### src/rtl/sp_align_ctrl_pkg.sv
`default_nettype none
// ============================================================================
// Module  : sp_align_ctrl_pkg
// Purpose : Shared definitions for the byte-domain alignment controller:
//           state encodings, the state width and the default comma symbol.
// Ports   : none (package)
// Revision: 1.0 - initial release
// ============================================================================
package sp_align_ctrl_pkg;

    localparam int unsigned c_STATE_W = 3;

    localparam logic [7:0] c_COM_SYM_DEFAULT = 8'hBC;

    localparam logic [c_STATE_W-1:0] c_ST_HUNT      = 3'd0;
    localparam logic [c_STATE_W-1:0] c_ST_LOCK      = 3'd1;
    localparam logic [c_STATE_W-1:0] c_ST_ACTIVE    = 3'd2;
    localparam logic [c_STATE_W-1:0] c_ST_SLIP_WAIT = 3'd3;

endpackage
`default_nettype wire

### src/rtl/sp_align_ctrl_sat_counter.sv
`default_nettype none
// ============================================================================
// Module  : sp_sat_counter
// Purpose : Saturating up-counter with synchronous clear and a look-ahead
//           "hit" flag that is high in the cycle whose increment makes the
//           count reach MAX.
// Ports   : clk4f  in   clock
//           reset  in   asynchronous, active-low
//           clear  in   restart count from zero (combines with inc -> 1)
//           inc    in   count up by one (holds at MAX)
//           count  out  W-bit current count
//           hit    out  this cycle's increment reaches MAX
// Revision: 1.0 - initial release
// ============================================================================
module sp_sat_counter #(
    parameter int unsigned W   = 4,
    parameter int unsigned MAX = 15
) (
    input  logic         clk4f,
    input  logic         reset,
    input  logic         clear,
    input  logic         inc,
    output logic [W-1:0] count,
    output logic         hit
);

    localparam logic [W-1:0] c_MAX    = W'(MAX);
    localparam logic [W-1:0] c_PENULT = W'(MAX - 1);

    // Value the increment applies to: a clear in the same cycle restarts
    // from zero, so clear+inc loads one.
    logic [W-1:0] w_base;

    always_comb begin
        w_base = clear ? '0 : count;
    end

    assign hit = inc && (w_base == c_PENULT);

    always_ff @(posedge clk4f or negedge reset) begin
        if (!reset) begin
            count <= '0;
        end else if (inc && (w_base != c_MAX)) begin
            count <= w_base + W'(1);
        end else begin
            count <= w_base;
        end
    end

endmodule
`default_nettype wire

### src/rtl/sp_align_ctrl.sv
`default_nettype none
// ============================================================================
// Module  : sp_align_ctrl
// Purpose : Byte-domain alignment/link controller behind the deserializer.
//           Hunts for the comma symbol, requests bit-slips when none turns
//           up, declares the lane active after consecutive commas, then
//           forwards non-comma bytes. Falls back to hunting on a long run of
//           invalid input.
// Ports   : clk4f        in   byte clock
//           reset        in   asynchronous, active-low
//           data_in[7:0] in   deserialized byte
//           valid_in     in   data_in qualifier
//           bitslip      out  one-cycle slip request
//           data_out[7:0]out  forwarded byte (registered)
//           valid_out    out  data_out qualifier
//           active       out  lane aligned
//           state_o[2:0] out  current state (debug)
//           slip_count   out  [SP_ALIGN_STATS_EN] saturating slip tally
//           relock_count out  [SP_ALIGN_STATS_EN] saturating link-drop tally
// Options : define SP_ALIGN_STATS_EN to add the two statistics outputs.
// Revision: 1.0 - initial release
// ============================================================================
module sp_align_ctrl
    import sp_align_ctrl_pkg::*;
#(
    parameter logic [7:0]  COM_SYM     = c_COM_SYM_DEFAULT,
    parameter int unsigned COM_LOCK    = 4,
    parameter int unsigned SLIP_WINDOW = 16,
    parameter int unsigned SLIP_WAIT   = 2,
    parameter int unsigned LOSS_LIMIT  = 8
) (
    input  logic                 clk4f,
    input  logic                 reset,
    input  logic [7:0]           data_in,
    input  logic                 valid_in,
    output logic                 bitslip,
    output logic [7:0]           data_out,
    output logic                 valid_out,
    output logic                 active,
    output logic [c_STATE_W-1:0] state_o
`ifdef SP_ALIGN_STATS_EN
    ,
    output logic [7:0]           slip_count,
    output logic [7:0]           relock_count
`endif
);

    localparam int unsigned c_MISS_W = $clog2(SLIP_WINDOW + 1);
    localparam int unsigned c_LOCK_W = $clog2(COM_LOCK + 1);
    localparam int unsigned c_WAIT_W = $clog2(SLIP_WAIT + 1);
    localparam int unsigned c_LOSS_W = $clog2(LOSS_LIMIT + 1);

    logic [c_STATE_W-1:0] r_state;
    logic                 r_bitslip;
    logic [7:0]           r_data_out;
    logic                 r_valid_out;
    logic                 r_active;

    logic w_is_com;
    logic w_is_data;

    logic w_miss_clr, w_miss_inc, w_miss_hit;
    logic w_lock_clr, w_lock_inc, w_lock_hit;
    logic w_wait_clr, w_wait_inc, w_wait_hit;
    logic w_loss_clr, w_loss_inc, w_loss_hit;

    logic [c_MISS_W-1:0] w_miss_cnt;
    logic [c_LOCK_W-1:0] w_lock_cnt;
    logic [c_WAIT_W-1:0] w_wait_cnt;
    logic [c_LOSS_W-1:0] w_loss_cnt;

    assign w_is_com  = valid_in && (data_in == COM_SYM);
    assign w_is_data = valid_in && (data_in != COM_SYM);

    // Counter control. Each counter is held at zero outside the state that
    // owns it, so a counter that just hit its limit is zeroed on the very
    // next cycle without feeding the hit back into its own clear.
    always_comb begin
        w_miss_clr = 1'b1;
        w_miss_inc = 1'b0;
        w_lock_clr = 1'b1;
        w_lock_inc = 1'b0;
        w_wait_clr = 1'b1;
        w_wait_inc = 1'b0;
        w_loss_clr = 1'b1;
        w_loss_inc = 1'b0;
        case (r_state)
            c_ST_HUNT: begin
                w_miss_clr = w_is_com;
                w_miss_inc = w_is_data;
                w_lock_inc = w_is_com;
            end
            c_ST_LOCK: begin
                // A non-comma here aborts the lock and is itself the first miss.
                w_miss_inc = w_is_data;
                w_lock_clr = w_is_data;
                w_lock_inc = w_is_com;
            end
            c_ST_SLIP_WAIT: begin
                w_wait_clr = 1'b0;
                w_wait_inc = 1'b1;
            end
            c_ST_ACTIVE: begin
                w_loss_clr = valid_in;
                w_loss_inc = !valid_in;
            end
            default: begin
            end
        endcase
    end

    sp_sat_counter #(.W(c_MISS_W), .MAX(SLIP_WINDOW)) u_miss_cnt (
        .clk4f (clk4f),
        .reset (reset),
        .clear (w_miss_clr),
        .inc   (w_miss_inc),
        .count (w_miss_cnt),
        .hit   (w_miss_hit)
    );

    sp_sat_counter #(.W(c_LOCK_W), .MAX(COM_LOCK)) u_lock_cnt (
        .clk4f (clk4f),
        .reset (reset),
        .clear (w_lock_clr),
        .inc   (w_lock_inc),
        .count (w_lock_cnt),
        .hit   (w_lock_hit)
    );

    sp_sat_counter #(.W(c_WAIT_W), .MAX(SLIP_WAIT)) u_wait_cnt (
        .clk4f (clk4f),
        .reset (reset),
        .clear (w_wait_clr),
        .inc   (w_wait_inc),
        .count (w_wait_cnt),
        .hit   (w_wait_hit)
    );

    sp_sat_counter #(.W(c_LOSS_W), .MAX(LOSS_LIMIT)) u_loss_cnt (
        .clk4f (clk4f),
        .reset (reset),
        .clear (w_loss_clr),
        .inc   (w_loss_inc),
        .count (w_loss_cnt),
        .hit   (w_loss_hit)
    );

    // Counts are only consulted through their hit flags; they are kept as
    // named nets so they remain visible when probing the design.
    logic w_unused_counts;
    assign w_unused_counts = ^{w_miss_cnt, w_lock_cnt, w_wait_cnt, w_loss_cnt};

    // Hit flags only fire in their owning states (inc is gated above), so
    // each one doubles as the transition condition for that state.
    always_ff @(posedge clk4f or negedge reset) begin
        if (!reset) begin
            r_state     <= c_ST_HUNT;
            r_bitslip   <= 1'b0;
            r_data_out  <= 8'h00;
            r_valid_out <= 1'b0;
            r_active    <= 1'b0;
        end else begin
            r_bitslip   <= 1'b0;
            r_valid_out <= 1'b0;
            case (r_state)
                c_ST_HUNT, c_ST_LOCK: begin
                    if (w_lock_hit) begin
                        r_state  <= c_ST_ACTIVE;
                        r_active <= 1'b1;
                    end else if (w_miss_hit) begin
                        r_state   <= c_ST_SLIP_WAIT;
                        r_bitslip <= 1'b1;
                    end else if (w_is_com) begin
                        r_state <= c_ST_LOCK;
                    end else if (w_is_data) begin
                        r_state <= c_ST_HUNT;
                    end
                end
                c_ST_SLIP_WAIT: begin
                    if (w_wait_hit) begin
                        r_state <= c_ST_HUNT;
                    end
                end
                c_ST_ACTIVE: begin
                    r_data_out <= data_in;
                    if (w_loss_hit) begin
                        r_state  <= c_ST_HUNT;
                        r_active <= 1'b0;
                    end else begin
                        r_valid_out <= w_is_data;
                    end
                end
                default: begin
                    r_state  <= c_ST_HUNT;
                    r_active <= 1'b0;
                end
            endcase
        end
    end

    assign bitslip   = r_bitslip;
    assign data_out  = r_data_out;
    assign valid_out = r_valid_out;
    assign active    = r_active;
    assign state_o   = r_state;

`ifdef SP_ALIGN_STATS_EN
    logic w_slip_stat_hit_unused;
    logic w_relock_stat_hit_unused;

    // The slip tally advances on the same edge that raises bitslip; the
    // relock tally on the edge that leaves ACTIVE.
    sp_sat_counter #(.W(8), .MAX(255)) u_slip_stats (
        .clk4f (clk4f),
        .reset (reset),
        .clear (1'b0),
        .inc   (w_miss_hit),
        .count (slip_count),
        .hit   (w_slip_stat_hit_unused)
    );

    sp_sat_counter #(.W(8), .MAX(255)) u_relock_stats (
        .clk4f (clk4f),
        .reset (reset),
        .clear (1'b0),
        .inc   (w_loss_hit),
        .count (relock_count),
        .hit   (w_relock_stat_hit_unused)
    );
`endif

endmodule
`default_nettype wire

### config.mk
export PLATFORM = sky130hd
export DESIGN_NAME = sp_align_ctrl
export DESIGN_NICKNAME = d
export VERILOG_FILES = /design/src/rtl/sp_align_ctrl_pkg.sv /design/src/rtl/sp_align_ctrl_sat_counter.sv /design/src/rtl/sp_align_ctrl.sv
export SDC_FILE = /design/constraint.sdc
export NUM_CORES = 1
export LEC_CHECK = 0
export ABC_AREA = 1
export CAP_MARGIN = 20
export CORE_MARGIN = 5
export CORE_UTILIZATION = 57
export CTS_CLUSTER_DIAMETER = 200
export DETAILED_ROUTE_END_ITERATION = 8
export DONT_BUFFER_PORTS = 1
export PLACE_DENSITY = 0.76
export SETUP_SLACK_MARGIN = 0.4
export SKIP_CTS_REPAIR_TIMING = 1
export SLEW_MARGIN = 20
export SYNTH_ARGS = -nofsm -noshare
export SYNTH_HDL_FRONTEND = slang
export SYNTH_SLANG_ARGS = --single-unit
### constraint.sdc
create_clock -name clk4f -period 2.5 [get_ports clk4f]
set_clock_uncertainty 0.05 [all_clocks]
set_input_delay 0.125 -clock clk4f [delete_from_list [all_inputs] [get_ports clk4f]]
set_output_delay 0.125 -clock clk4f [all_outputs]
set_load 0.1 [all_outputs]
== After elaboration in Yosys (flattened, before gate mapping) ==
Index checks and enable logic that the tools add are counted.
Storage, ports and cells
  register bits after elaboration: 28
  input port bits: 11
  output and inout bits: 14
  word-level logic and storage cells: 76
Cells by class
  add/subtract/negate cells: 4
  eq/ne operators: 17
  mux-type cells: 30
  bitwise gates (word level): 1
  reduce and logical (&&, ||, !) cells: 15
Operator list (count)
  2-to-1 mux 3 bit: 8
  2-to-1 mux 1 bit: 14
  logical AND 1 bit: 10
  2-to-1 mux 5 bit: 2
  equality test 3 x 2 -> 1 bit, second input constant: 3
  case mux 3 bit (3 select lines): 1
  equality test 8 bit, second input constant: 1
  2-to-1 mux 4 bit: 2
  != test 8 bit, second input constant: 1
  != test 2 x 1 -> 1 bit, second input constant: 3
  AND reduction 3 bit: 2
  adder 5 x 1 -> 5 bit, second input constant: 1
  equality test 5 x 4 -> 1 bit, second input constant: 1
  != test 5 x 1 -> 1 bit, second input constant: 1
  != test 5 bit, second input constant: 1
  adder 4 x 1 -> 4 bit, second input constant: 1
  equality test 4 x 3 -> 1 bit, second input constant: 1
  2-to-1 mux 2 bit: 2
  != test 4 bit, second input constant: 1
  adder 3 x 1 -> 3 bit, second input constant: 1
  equality test 3 x 1 -> 1 bit, second input constant: 1
  logical NOT 3 bit: 1
  != test 3 bit, second input constant: 1
  case mux 1 bit (3 select lines): 1
  other kinds (6): 6

== Depth between registers and ports, before layout ==
Gate-level depths: netlist of the first run.
  depth after elaboration: 9
  depth in mapped cells: 14
  mapped depth without buffers: 14

== Hierarchy ==
A second synthesis of the first run with hierarchy kept.
Second synthesis, totals
  cells, all modules: 206
  area total of the unflattened synthesis: 1579.0 µm²
By module, submodules not included
  sp_align_ctrl: times used 1, cells an instance 72, area each 634.4 µm²
  sp_sat_counter (u_miss_cnt): times used 1, cells an instance 46, area each 334.1 µm²
  sp_sat_counter (u_loss_cnt): times used 1, cells an instance 36, area each 250.2 µm²
  sp_sat_counter (u_lock_cnt): times used 1, cells an instance 28, area each 202.7 µm²
  sp_sat_counter (u_wait_cnt): times used 1, cells an instance 24, area each 157.7 µm²

== Worst setup path after synthesis of the first run ==
Ideal clock, no wire load.
  kind: register to register
  start point: register r_state[0] (netlist: state_o[0])
  end point: register u_miss_cnt.count[2]
  data arrival time: 2.261 ns
  data required time: 2.334 ns
  path slack: 0.073 ns
  stages on the path, launching flop included: 12
  cell sequence: dfrtp_1 > nor2_1 > nand2_1 > nor2_1 > inv_1 > ha_1 > nor3b_1 > nand4_1 > nand2_1 > inv_1 > nand2_1 > nand2_1
Between the ends
  longest elaborated chain between the ends: 6
  elaborated cells between the ends (all ways): 10
  classes of those cells: add/sub (1); eq/ne (2); mux (4); reduce/logical (3)
RTL lines
  start: declaration: line sp_align_ctrl.sv:53  | logic [c_STATE_W-1:0] r_state;
  start signal: assignment: line sp_align_ctrl.sv:157  | r_state <= c_ST_HUNT;
  start signal: assignment: line sp_align_ctrl.sv:168  | r_state <= c_ST_ACTIVE;
  start signal: assignment: line sp_align_ctrl.sv:171  | r_state <= c_ST_SLIP_WAIT;
  parallel branches: the longest is 5 deep, another holds adder 5 x 1 -> 5 bit
  2-to-1 mux 5 bit (*): line sp_align_ctrl_sat_counter.sv:43  | end else if (inc && (w_base != c_MAX)) begin
  end signal: assignment: line sp_align_ctrl_sat_counter.sv:44  | count <= w_base + W'(1);
  end signal: assignment: line sp_align_ctrl_sat_counter.sv:46  | count <= w_base;
  end: declaration: line sp_align_ctrl_sat_counter.sv:23  | output logic [W-1:0] count,
Mark *: on every way between the ends.
A chain may end at the register's enable or synchronous reset.

== Worst setup path after layout of the first run ==
  start point: register r_state[0] (netlist: state_o[0])
  end point: register r_state[0] (netlist: state_o[0])
Between the ends
  longest elaborated chain between the ends: 8
  elaborated cells between the ends (all ways): 31
  classes of those cells: eq/ne (10); mux (14); reduce/logical (7)
RTL lines
  logical NOT 3 bit: line sp_align_ctrl.sv:87, sp_align_ctrl.sv:165
  2-to-1 mux 1 bit: line sp_align_ctrl.sv:87  | case (r_state)
  2-to-1 mux 5 bit: line sp_align_ctrl_sat_counter.sv:35  | w_base = clear ? '0 : count;
  equality test 5 x 4 -> 1 bit: line sp_align_ctrl_sat_counter.sv:38  | assign hit = inc && (w_base == c_PENULT);
  logical AND 1 bit: line sp_align_ctrl_sat_counter.sv:38
  2-to-1 mux 3 bit: line sp_align_ctrl.sv:170  | end else if (w_miss_hit) begin
  2-to-1 mux 3 bit: line sp_align_ctrl.sv:167  | if (w_lock_hit) begin
  case mux 3 bit (3 select lines): line sp_align_ctrl.sv:165  | case (r_state)
Several ways; a longest one is shown, not always the timed one.

==> implementation parameters, run 1 <==
Parameter                              Value

Status
  Outcome ... complete, no violations

Floorplanning
  Boundary Pins ... 25
  Placeable core region ... 2480 µm²
  Full die area ... 3700 µm²
  Chip Height ... 60.8 µm
  Placement Rows ... 18
  Overall die width ... 60.8 µm
  Initial Utilization ... 59.4%

Synthesis
  Share of synthesized area spent on multiplexers ... 0%
  Instance count of the mapped netlist ... 190
  Combinational family with the most area after synthesis ... simple AND/OR/NAND/NOR gates
  YS warnings ... 0
  Synth Area in Adders ... 8.50%
  Synthesized net count ... 211
  Number of distinct library cell variants in the gate-level netlist after synthesis ... 24
  Area share of and/or/nand/nor cells after synthesis ... 30.1%
  Average cell area after synthesis ... 7.74 µm²
  Area of the mapped netlist ... 1470 µm²
  Synthesis-stage register bit count ... 27
  Fraction of the yosys area taken by sequential cells ... 45.9%
  Share of the synthesized area in compound gates (AO/OA/AOI/OAI) ... 4.85%
  XOR/XNOR share of the synthesized area ... 0.595%

Drt
  Routed length per instance ... 13.7 µm
  Wirelength, routed ... 3350 µm
  DRT iter0 DRCs ... 62
  Pre-antenna DRT Iters ... 4
  DRC errors left ... 0
  Routed vias ... 1258
  Routed Antenna Nets ... 0
  Average via count per standard cell ... 5.16

STA
  Headroom to the max-slew limit ... 41.7%
  Number of slew-limit violations in the final report ... 0
  Final period demand of the worst path ... 2.01 ns
  Setup repair after global routing missed its margin ... yes
  Fmax ... 496 MHz
  Worst Slack Setup Final ... 0.485 ns
  Final hold violation count ... 0
  Setup-failing EPs final ... 0
  Period utilization ... 80.6%
  Least-Margin Pin Slew ... 0.875 ns
  Worst hold slack ... 0.0788 ns
  Fin Setup TNS ... 0 ns

Clock tree
  Clock slew at the register clock pins of the worst setup and hold paths ... 0.14 ns
  TritonCTS clock tree ... yes
  Sinks on Clock Net ... 27
  Number of buffers created by CTS ... 3
  Clock tree root buffer cell ... clkbuf_4
  Worst-skew pair later-pin latency ... 0.34 ns
  H-tree levels ... 1
  Maximum buffer depth of the clock tree ... 2

Final layout
  Commonest non-fill, non-tap cell in the layout ... nand2_1
  Antenna cell count ... 0
  Number of nets in the layout ... 236
  Leading cell types in the layout, fill and taps excluded ... nand2_1 (64), inv_1 (33), dfrtp_1 (25)
  Area delta synth->final ... 20.8%
  Post-route cell area ... 1780 µm²
  Fraction of final layout cells sized beyond drive strength 1 ... 14.5%
  Number of fillers in the final layout ... 189

Worst setup path
  Startpoint type of the worst setup path ... register
  Path type of the worst setup path ... register to register
  Data required time of the critical path ... 2.74 ns
  Critical-path top delay cell ... dfrtp_4
  Category of the worst setup path capture point ... register
  Max FO, Critical Path ... 5
  Cell seen most often among critical-path stages ... nand2_1
  Critical-path cell list ... nor2_4 > nand2_2 > nor2_4 > ha_1 > inv_1 > nor4_2 > ha_1 > nand2_1 > nand2_1 > nand3_1 > nand2_1
  Crit path largest cell delay ... 0.54 ns
  Dominant delay contributor by cell family on the critical path ... simple AND/OR/NAND/NOR gates
  Sum of buffers and inverters on the critical path ... 1
  Worst path arrival time ... 2.25 ns

Power
  Power per cell area ... 440 nW/µm²
  P_leak ... 0.888 nW
  Worst voltage drop across the vdd grid ... 0.300 mV

Placement
  Post-detailed-placement cell area ... 1590 µm²
  Pre-CTS setup slack ... 0.359 ns
  Count of input and output buffers ... 0
  RePlAce Congestion ... 0.890
  HPWL reported at the end of detailed placement ... 2350 µm

Global routing
  GRT Util Overall ... 18.6%
  Via count of the first global-routing pass ... 1254
  Wire length of the first global-routing pass ... 5110 µm
  Pin count of the biggest net entering global routing ... 28
  Congestion Overflow GR ... 0
  Initial antenna violation count ... 0

Min path
  Min-Delay Path Class ... input port to register

Flow run
  MaxCap Viol Count ... 0
[worst register-to-register path: cells and delay by family, from the launching register on]
family	cells	cell delay, ns
and+or+nand+nor	8	0.94
DFF	1	0.54
adders and majority gates	2	0.38
buffers and inverters	1	0.07
[synthesized netlist by cell type]
cell / instances / area share (%)
nand2_1: 65 / 17
xor2_1: 1 / 0.60
o211ai_1: 1 / 0.51
nor2_4: 2 / 1.5
inv_1: 33 / 8.4
a21oi_1: 1 / 0.34
nor2_1: 18 / 4.6
o2111ai_1: 1 / 0.60
clkinv_1: 1 / 0.25
nor3b_1: 2 / 1.0
o21ai_0: 9 / 3.1
nand3_2: 1 / 0.68
inv_2: 1 / 0.25
conb_1: 1 / 0.25
nand2_4: 1 / 0.77
nor4_1: 1 / 0.43
dfrtp_1: 27 / 46
buf_2: 1 / 0.34
nand4_1: 3 / 1.3
o21ai_1: 1 / 0.34
nand4_2: 1 / 0.85
buf_4: 1 / 0.51
nand3_1: 7 / 2.4
ha_1: 10 / 8.5
[layer usage]
| layer | wire length (µm) | part of all wire (%) | global-route usage [%] |
|---|---|---|---|
| met2 | 1820 | 54 | 34.4 |
| met3 | 127 | 3.8 | 3.62 |
| met5 | 0 | 0 | 0 |
| met4 | 62 | 1.8 | 9.91 |
| met1 | 1340 | 40 | 19.8 |
[per-stage QoR]
step / total power, mW / instances / utilization [%]
floorplan: 0.548 / 190 / -
global placement: 0.563 / 229 / 64.2
detailed placement: 0.566 / 229 / 64.2
CTS: 0.755 / 233 / 65.3
global route: 0.809 / 244 / 71.8
finish: 0.782 / 244 / 71.8
[layout make-up]
cell class	count	area (µm²)	area share [%]
multi-input cells	126	686	38.6
well taps	30	37.5	2.11
clock buffers	4	26.3	1.48
inverters	35	131	7.39
repair buffers	22	214	12.0
flip-flops and latches	27	683	38.4
[path summary, 6_finish.rpt]
path | start | endpoint | slack (ns) | cells past startpoint
worst min-delay path | valid_in | u_loss_cnt.count[2] | 0.08 | 5
worst max register to register | state_o[0] | state_o[0] | 0.49 | 11
min in group asynchronous | reset | data_out[6] | 0.16 | 2
worst min register to register | u_wait_cnt.count[0] | u_wait_cnt.count[0] | 0.43 | 1
worst max-delay path | state_o[0] | state_o[0] | 0.49 | 11
max in group asynchronous | reset | state_o[0] | 2.07 | 2
[cells by family after synthesis]
logic type / after synthesis
adder cells (fa/ha/maj): 10
AO/OA/AOI/OAI: 13
XOR/XNOR: 1
AND/OR/NAND/NOR: 101
other: 1
flip-flops: 27
buffers and inverters: 37
[registers in the layout, summed over array words and instances, names as in the netlist]
signal            count
u_wait_cnt.count      2
u_lock_cnt.count      3
valid_out             1
data_out              8
bitslip               1
u_loss_cnt.count      4
state_o               2
active                1
u_miss_cnt.count      5
[power breakdown]
part,leakage [nW],total (mW),internal [mW],switching (mW)
Sequential,0.347,0.460,0.447,0.0127
Clock,0.0150,0.198,0.0628,0.135
Combinational,0.526,0.125,0.0322,0.0925
Total,0.888,0.782,0.542,0.240
No activity file was read; power rests on OpenSTA's default activity.
==> run 2: changes to the inputs <==
CORE_UTILIZATION = 56   (was 57)
PLACE_DENSITY = 0.78   (was 0.76)
clock period = 1.65 ns   (was 2.5 ns; I/O delays follow)
==> implementation parameters, run 2 (synthesized netlist as in run 1, its figures left out) <==
Parameter                              Value

Status
  Outcome ... complete, but fails checks
  Failing checks ... negative setup slack

Worst setup path
  Critical-path top delay cell ... dfrtp_4
  Critical-path cell list ... buf_4 > inv_2 > nor2_4 > nand2_2 > nor2_4 > inv_1 > ha_1 > nand4_1 > nand2_2 > inv_1 > nand2_1 > nand2_1
  Max FO, Critical Path ... 5 (unchanged)
  Category of the worst setup path capture point ... register
  Sum of buffers and inverters on the critical path ... 4 (+3)
  Crit path largest cell delay ... 0.46 ns (-0.08 ns)
  Data required time of the critical path ... 1.88 ns (-0.86 ns)
  Startpoint type of the worst setup path ... register
  Path type of the worst setup path ... register to register
  Dominant delay contributor by cell family on the critical path ... simple AND/OR/NAND/NOR gates
  Worst path arrival time ... 2.17 ns (-0.08 ns)

Global routing
  Global routing usage on met3 ... 3.56% (-0.053 points)
  GR Util met2 ... 35.8% (+1.4 points)
  GRT Util Overall ... 18.7% (+0.072 points)
  Via count of the first global-routing pass ... 1213 (-3.3%)
  Pin count of the biggest net entering global routing ... 28 (unchanged)
  Highest-utilization routing layer at the global route stage ... met2
  Congestion Overflow GR ... 0 (unchanged)
  Initial antenna violation count ... 0 (unchanged)
  Global-route met1 utilization ... 20.2% (+0.43 points)
  Wire length of the first global-routing pass ... 5150 µm (+0.94%)

Power
  Part of the total power dissipated in combinational logic ... 19.0% (+3.1 points)
  Internal Power ... 834 µW (+54%)
  Share of total power in sequential cells ... 57.0% (-1.8 points)
  Worst voltage drop across the vdd grid ... 0.570 mV (+90%)
  Share of total power in the clock network ... 24.0% (-1.3 points)
  Power per cell area ... 570 nW/µm² (+29%)
  P_leak ... 1.02 nW (+15%)
  Net Sw Frac ... 31.1% (+0.46 points)
  Power spent charging and discharging nets ... 377 µW (+57%)

Drt
  Routed vias ... 1527 (+21%)
  Average via count per standard cell ... 5.68 (+10%)
  DRT iter0 DRCs ... 132 (+110%)
  Routed length per instance ... 17.8 µm (+30%)
  Pre-antenna DRT Iters ... 5 (+1)
  Wirelength, routed ... 4790 µm (+43%)
  DRC errors left ... 0 (unchanged)
  Routed Antenna Nets ... 0 (unchanged)

STA
  Setup repair after global routing missed its margin ... yes
  Worst hold slack ... 0.0670 ns (-0.0118 ns)
  Worst Slack Setup Final ... -0.294 ns (-0.779 ns)
  Final hold violation count ... 0 (unchanged)
  Setup-failing EPs final ... 15 (+15)
  Period utilization ... 118% (+37 points)
  Number of slew-limit violations in the final report ... 0 (unchanged)
  Final period demand of the worst path ... 1.94 ns (-0.0709 ns)
  Fmax ... 514 MHz (+3.6%)

Placement
  Instance count after placement with tap cells included ... 248 (+8.3%)
  RePlAce Congestion ... 0.870 (-2.3%)
  Count of input and output buffers ... 0 (unchanged)
  HPWL reported at the end of detailed placement ... 2480 µm (+5.3%)

Floorplanning
  Initial Utilization ... 58.9% (-0.54 points)
  Full die area ... 3750 µm² (+1.5%)
  Boundary Pins ... 25 (unchanged)
  Placement Rows ... 18 (unchanged)
  Chip Height ... 61.3 µm (+0.75%)
  Placeable core region ... 2500 µm² (+0.91%)
  Overall die width ... 61.3 µm (+0.75%)

Clock tree
  Worst-skew pair later-pin latency ... 0.33 ns (about the same)
  Clock tree root buffer cell ... clkbuf_4
  H-tree levels ... 1 (unchanged)
  Sinks on Clock Net ... 27 (unchanged)
  Clock slew at the register clock pins of the worst setup and hold paths ... 0.15 ns (about the same)
  Maximum buffer depth of the clock tree ... 2 (unchanged)
  Number of buffers created by CTS ... 3 (unchanged)
  TritonCTS clock tree ... yes

Min path
  Min-Delay Path Class ... input port to register

Final layout
  Number of fillers in the final layout ... 116 (-39%)
  Final non-filler cell total ... 269 (+10%)
  Commonest non-fill, non-tap cell in the layout ... nand2_1
  Fraction of final layout cells sized beyond drive strength 1 ... 36.0% (+21 points)
  Area delta synth->final ... 44.5%
  Antenna cell count ... 0 (unchanged)
  Flip-flop count of the largest register, all copies and words added ... 8 (unchanged)
  Leading cell types in the layout, fill and taps excluded ... nand2_1 (55), buf_4 (31), inv_1 (27)
  Number of nets in the layout ... 261 (+11%)

Flow run
  MaxCap Viol Count ... 0 (unchanged)
-- run 2: power groups by stage --
stage | Combinational (mW) | Clock (mW) | Sequential, mW
after floorplan | 0.0475 | 0 | 0.784
after global routing | 0.241 | 0.330 | 0.692
after CTS | 0.169 | 0.294 | 0.687
final | 0.230 | 0.290 | 0.691
after global placement | 0.165 | 0 | 0.699
after detailed placement | 0.169 | 0 | 0.700
-- run 2: final cells by class --
type	count	area, µm²	share of cell area (%)
Clock buffer	3	22.5	1.06
Timing Repair inverter	1	7.51	0.353
Inverter	35	135	6.36
Tap cell	30	37.5	1.77
Sequential cell	27	683	32.1
Multi-Input combinational cell	126	820	38.6
Clock inverter	1	5.00	0.235
Timing Repair Buffer	46	415	19.5
-- run 2: per-layer routing --
layer / share of wire (%) / wire length [µm]
met2: 50 / 2410
met4: 3.4 / 163
met5: 0 / 0
met3: 9.4 / 450
met1: 37 / 1760
-- run 2: path summary, 6_finish.rpt --
check                                    start             endpoint  slack [ns]  cells past startpoint
setup / recovery                    state_o[0]  u_lock_cnt.count[0]       -0.29                     12
min in group asynchronous                reset          data_out[1]        0.13                      2
setup reg to reg                    state_o[0]  u_lock_cnt.count[0]       -0.29                     12
hold reg to reg            u_wait_cnt.count[0]  u_wait_cnt.count[0]        0.44                      1
max in group asynchronous                reset           state_o[0]        1.25                      2
hold / removal                        valid_in  u_loss_cnt.count[1]        0.07                      5
-- run 2: worst min-delay path, cell delays in order --
cell     delay, ns
inv_1         0.06
nand2_4       0.11
nor2_4        0.04
inv_1         0.07
o21ai_1       0.08
-- run 2: through the flow --
step / setup WS (ns) / total power, mW / setup TNS [ns] / utilization, % / instance area, µm²
5_1_grt: -0.358 / 1.26 / -4.12 / 85.0 / 2130
4_1_cts: -0.323 / 1.15 / -3.19 / 72.3 / 1810
3_5_place_dp: -0.250 / 0.869 / -2.45 / 71.2 / 1780
3_3_place_gp: -0.141 / 0.864 / -1.27 / 71.2 / 1780
2_1_floorplan: -0.333 / 0.831 / -3.05 / - / 1530
6_report: -0.294 / 1.21 / -3.04 / 85.0 / 2130
